[src/rtl/calc_op_sequencer.sv]
// Control sequencer for one calculator operation: operand capture, validation,
// unit launch, completion/error reporting, with a watchdog on the running unit.
module calc_op_sequencer #(
  parameter int TIMEOUT_CYC = 64,
  parameter int OP_W        = 2
) (
  input  logic            clk,
  input  logic            rst,
  input  logic            start,
  input  logic            load,
  input  logic [OP_W-1:0] op,
  input  logic            val_error,
  input  logic [2:0]      unit_ready,
  output logic            load_x,
  output logic            load_y,
  output logic            val_en,
  output logic [2:0]      unit_start,
  output logic [OP_W-1:0] alu_sel,
  output logic            result_load,
  output logic            ready,
  output logic            error,
  output logic            timeout,
  output logic            busy
);

  localparam int CNT_W = $clog2(TIMEOUT_CYC + 1);

  localparam logic [OP_W-1:0]  OP_MULT  = OP_W'(0);
  localparam logic [OP_W-1:0]  OP_DIV   = OP_W'(1);
  localparam logic [OP_W-1:0]  OP_SQRT  = OP_W'(2);
  localparam logic [CNT_W-1:0] CNT_LAST = CNT_W'(TIMEOUT_CYC - 1);
  localparam logic [CNT_W-1:0] CNT_MAX  = {CNT_W{1'b1}};

  typedef enum logic [2:0] {
    S_IDLE,
    S_WAIT_Y,
    S_ARMED,
    S_VALIDATE,
    S_RUN,
    S_DONE,
    S_ERR
  } state_t;

  state_t            state, state_d;
  logic [OP_W-1:0]   op_q, op_q_d;
  logic [CNT_W-1:0]  cnt, cnt_d;
  logic              vld_second, vld_second_d;
  logic              unit_hit;
  logic              op_reserved;

  logic              load_x_d, load_y_d, val_en_d, result_load_d;
  logic              ready_d, error_d, timeout_d, busy_d;
  logic [2:0]        unit_start_d;
  logic [OP_W-1:0]   alu_sel_d;

  // Only the ready line of the locked unit matters; the others are ignored.
  always_comb begin
    unit_hit = 1'b0;
    case (op_q)
      OP_MULT: unit_hit = unit_ready[0];
      OP_DIV:  unit_hit = unit_ready[1];
      OP_SQRT: unit_hit = unit_ready[2];
      default: unit_hit = 1'b0;
    endcase
  end

  assign op_reserved = (op_q > OP_SQRT);

  // State register; outputs are registered alongside so every port is glitch-free.
  // NOTE: sequential state uses non-blocking (<=) so all flops update from the same pre-edge values.
  always_ff @(posedge clk or negedge rst) begin
    if (!rst) begin
      state       <= S_IDLE;
      op_q        <= '0;
      cnt         <= '0;
      vld_second  <= 1'b0;
      load_x      <= 1'b0;
      load_y      <= 1'b0;
      val_en      <= 1'b0;
      unit_start  <= 3'b000;
      alu_sel     <= '0;
      result_load <= 1'b0;
      ready       <= 1'b0;
      error       <= 1'b0;
      timeout     <= 1'b0;
      busy        <= 1'b0;
    end else begin
      state       <= state_d;
      op_q        <= op_q_d;
      cnt         <= cnt_d;
      vld_second  <= vld_second_d;
      load_x      <= load_x_d;
      load_y      <= load_y_d;
      val_en      <= val_en_d;
      unit_start  <= unit_start_d;
      alu_sel     <= alu_sel_d;
      result_load <= result_load_d;
      ready       <= ready_d;
      error       <= error_d;
      timeout     <= timeout_d;
      busy        <= busy_d;
    end
  end

  // Next-state logic. Load always wins over a simultaneous start.
  // NOTE: every always_comb target gets a default first so no path can infer a latch.
  always_comb begin
    state_d      = state;
    op_q_d       = op_q;
    cnt_d        = cnt;
    vld_second_d = vld_second;
    case (state)
      S_IDLE:   if (load) state_d = S_WAIT_Y;
      S_WAIT_Y: if (load) state_d = S_ARMED;
      S_ARMED, S_DONE: begin
        if (load) begin
          state_d = (state == S_DONE) ? S_WAIT_Y : S_ARMED;
        end else if (start) begin
          op_q_d       = op;
          vld_second_d = 1'b0;
          state_d      = S_VALIDATE;
        end
      end
      S_VALIDATE: begin
        if (!vld_second) begin
          vld_second_d = 1'b1;
        end else if (op_reserved || val_error) begin
          state_d = S_ERR;
        end else begin
          cnt_d   = '0;
          state_d = S_RUN;
        end
      end
      S_RUN: begin
        if (unit_hit) begin
          state_d = S_DONE;
        end else if (cnt == CNT_LAST) begin
          state_d = S_ERR;
        end else begin
          cnt_d = (cnt == CNT_MAX) ? cnt : cnt + CNT_W'(1);
        end
      end
      S_ERR:    if (load) state_d = S_WAIT_Y;
      default:  state_d = S_IDLE;
    endcase
  end

  // Output logic: values the output flops take at the coming edge, derived from the transition.
  always_comb begin
    load_x_d      = (state_d == S_WAIT_Y) && (state != S_WAIT_Y);
    load_y_d      = ((state == S_WAIT_Y) && (state_d == S_ARMED)) ||
                    ((state == S_ARMED) && load);
    val_en_d      = (state_d == S_VALIDATE) && (state != S_VALIDATE);
    unit_start_d  = 3'b000;
    if ((state_d == S_RUN) && (state != S_RUN)) begin
      case (op_q)
        OP_MULT: unit_start_d = 3'b001;
        OP_DIV:  unit_start_d = 3'b010;
        OP_SQRT: unit_start_d = 3'b100;
        default: unit_start_d = 3'b000;
      endcase
    end
    alu_sel_d     = (state_d == S_RUN) ? op_q : alu_sel;
    result_load_d = (state == S_RUN) && (state_d == S_DONE);
    ready_d       = (state_d == S_DONE);
    error_d       = (state_d == S_ERR);
    // RUN only exits to ERR through the watchdog; the flag then holds until ERR is left.
    timeout_d     = (state_d == S_ERR) &&
                    ((state == S_RUN) || ((state == S_ERR) && timeout));
    busy_d        = (state_d == S_VALIDATE) || (state_d == S_RUN);
  end

endmodule
[config.mk]
export PLATFORM = sky130hd
export DESIGN_NAME = calc_op_sequencer
export DESIGN_NICKNAME = d
export VERILOG_FILES = /design/src/rtl/calc_op_sequencer.sv
export SDC_FILE = /design/constraint.sdc
export NUM_CORES = 1
export LEC_CHECK = 0
export ABC_AREA = 1
export CAP_MARGIN = 20
export CORE_AREA = 10 10 63 65
export DETAILED_ROUTE_END_ITERATION = 7
export DIE_AREA = 0 0 73 75
export PLACE_DENSITY = 0.87
export SLEW_MARGIN = 20
export SYNTH_ARGS = -nofsm -noshare
export SYNTH_HDL_FRONTEND = slang
export SYNTH_SLANG_ARGS = --single-unit
[constraint.sdc]
create_clock -name clk -period 2.2 [get_ports clk]
set_clock_uncertainty 0.1 [all_clocks]
set_input_delay 0.33 -clock clk [delete_from_list [all_inputs] [get_ports clk]]
set_output_delay 0.33 -clock clk [all_outputs]
set_load 0.02 [all_outputs]
==> impl_metrics.toml <==
[place]
gp_congestion = 0.882
place_area_mm2 = 0.00164
hpwl_mm = 2.20
port_buffers = 22

[cts]
clock_sinks = 26
hold_buffers = 0
clk_pin_slew_worst_paths_ns = 0.14
numCtsBuffers = 3
clockRootBuffer = "clkbuf_4"
cts_tree = "yes"
cts_buffer_depth = 2
clk_latency_ns = 0.31
cts_htree_levels = 1
cts_setup_buffers = 0
cts.repair.resized = 0

[job]
drv_cap = 0

[synthesis]
yosysWarnings = 0
yosysSeqAreaShare = 0.467
synthCells = 171
synthesis.nets = 182
synth.distinct_cells = 27
netlist_area_mm2 = 0.00139
synth-seq-cells = 26
syn_area_per_cell_um2 = 8.15

[die]
top_level_ports = 23
rows = 19
start_util = 0.514
die_h_um = 75
core_region_area_mm2 = 0.00271
die_width_um = 73
die-area_mm2 = 0.00548

[global_routing]
track_usage = 0.112
grt_pass1_vias = 1159
grt_pass1_wl_mm = 5.11
antenna_found_initial = 0
grt_overflow = 0
grt_max_degree = 27

[power_and_ir_drop]
p_leak_nw = 0.827
p_sw_w = 0.000895
irDropWorstVdd_mv = 0.800
swShare = 0.453
p_seq_frac = 0.378
power_density_mw_per_mm2 = 1180
clockPowerShare = 0.122
power_frac_comb = 0.500
total_power_w = 0.00198
p_int_w = 0.00108

[critical_path]
worstPathRequired_ns = 2.37
path_buf_inv = 1
ff2ff_path_depth = 8
worstSetupStartpointType = "flop"
cp_cell_sequence = "inv_1 -> nand3_1 -> o21ai_0 -> nor2_1 -> nand3_2 -> nor2_2 -> nand2_1 -> nand2_1"
path_delay_family = "simple AND/OR/NAND/NOR gates"
critPathKind = "flop to flop"
endpoint_kind = "flop"
cp_max_fo = 10
path_depth = 8
crit_arrival_ns = 1.97
crit_path_top_delay_cell = "dfrtp_1"
slowest_delay_ns = 0.63
critPathMostFrequentCell = "nand2_1"

[timing]
rsz0062_at_grt = "no"
hold_violations = 0
relSlewSlack = 0.711
max_freq_ghz = 0.553
period_minus_slack_ns = 1.81
setup_viol = 0
final_max_slew_viol_count = 0
period_share = 0.821
tns_ns = 0
tightest_slew_ns = 0.433
whs_ns = 0.284

[detailed_routing]
antenna_left = 0
detail_route.iter0.violations = 84
drc = 0
firstDrtPassIters = 4
viasPerCell = 5.03
wl_per_cell_um = 12.7
wirelength_mm = 2.88
num_vias = 1141

[finish]
final_util = 0.619
fill_cells = 249
nNetsFinal = 208
num_antenna_cells = 0
mostFrequentLayoutCells = "nand2_1 (46), dfrtp_1 (26), clkdlybuf4s50_1 (22)"
drive_above_1_share = 0.122
layout_commonest_cell = "nand2_1"
design_area_mm2 = 0.00168
area.growth.synth_to_final_pct = 20.4

[hold_path]
hp-class = "primary input to asynchronous set/reset pin"

[run_status]
status = "finished, final reports clean"
[power groups by stage]
stage	registers [W]	logic, W	clock network [W]
floorplan	0.000788	0.000666	0
CTS	0.000747	0.00100	0.000244
finish	0.000747	0.000988	0.000240
global placement	0.000756	0.000983	0
detailed placement	0.000755	0.000993	0
global route	0.000770	0.00111	0.000259
[cell type report]
cell class | count | area [µm²] | area share
timing repair buffer | 23 | 228 | 0.136
tap | 31 | 38.8 | 0.0231
multi-input combinational | 126 | 661 | 0.394
clock buffer | 4 | 36.3 | 0.0216
inverter | 17 | 63.8 | 0.0380
sequential | 26 | 651 | 0.388
[sequential cells by signal, indices dropped and copies added (netlist names)]
name	cells
vld_second	1
timeout	1
error	1
op_q	2
state	3
unit_start	3
val_en	1
busy	1
load_y	1
cnt	7
ready	1
alu_sel	2
result_load	1
load_x	1
[cells by family after synthesis]
kind of cell | Yosys count | synth area share
flip-flops | 26 | 0.467
buffers and inverters | 19 | 0.0592
AND/OR/NAND/NOR | 109 | 0.381
XOR/XNOR | 3 | 0.0189
adder cells (fa/ha/maj) | 1 | 0.00898
AO/OA/AOI/OAI | 13 | 0.0655
[worst reg2reg max path: stages (launching register included)]
cell and delay [ns]:
dfrtp_1 0.63, inv_1 0.16, nand3_1 0.16, o21ai_0 0.09, nor2_1 0.15, nand3_2 0.17, nor2_2 0.16, nand2_1 0.06
nand2_1 0.07
[per-layer routing]
layer | global-route usage | part of all wire | vias to the layer above
met5 | 0 | 0 | -
met4 | 0.0274 | 0.0087 | 0
met3 | 0.0342 | 0.050 | 4
met2 | 0.184 | 0.46 | 21
met1 | 0.140 | 0.48 | 518
li1 | - | - | 598
[Yosys cell counts]
cell type	n	area, µm²
o21bai_1	2	15.0
a21oi_1	1	5.00
o21ai_2	1	8.76
a31oi_1	1	6.26
nor3_2	1	10.0
inv_1	14	52.6
nor2_2	2	12.5
nand3_1	21	105
nor3b_1	2	15.0
nand4_1	3	18.8
buf_6	1	11.3
nor3_1	1	5.00
o21ai_0	6	30.0
buf_4	1	7.51
dfrtp_1	26	651
inv_2	3	11.3
nor2_4	3	33.8
nand2_1	46	173
o31ai_1	1	7.51
a21boi_4	1	18.8
xor2_1	3	26.3
nand2_4	2	22.5
ha_1	1	12.5
nand3b_1	1	7.51
nor2_1	21	78.8
nand2_2	3	18.8
nand3_2	3	30.0
[through the flow]
step                worst slack, ns  std cells
finish                        0.393        227
global route                  0.199        227
CTS                           0.407        227
detailed placement            0.235        223
global placement              0.287        223
floorplan                     0.647        171
[worst paths after layout]
kind                                     from                      to  slack, ns
setup / recovery           state[2]$_DFF_PN0_  alu_sel[0]$_DFFE_PN0N_       0.39
hold / removal                            rst  alu_sel[0]$_DFFE_PN0N_       0.28
setup reg to reg           state[2]$_DFF_PN0_  alu_sel[0]$_DFFE_PN0N_       0.39
hold reg to reg            cnt[4]$_DFFE_PN0P_      cnt[4]$_DFFE_PN0P_       0.44
max in group asynchronous                 rst      state[1]$_DFF_PN0_       1.47
min in group clk           cnt[4]$_DFFE_PN0P_      cnt[4]$_DFFE_PN0P_       0.44
Note: power is estimated with default switching activity, not from simulation.
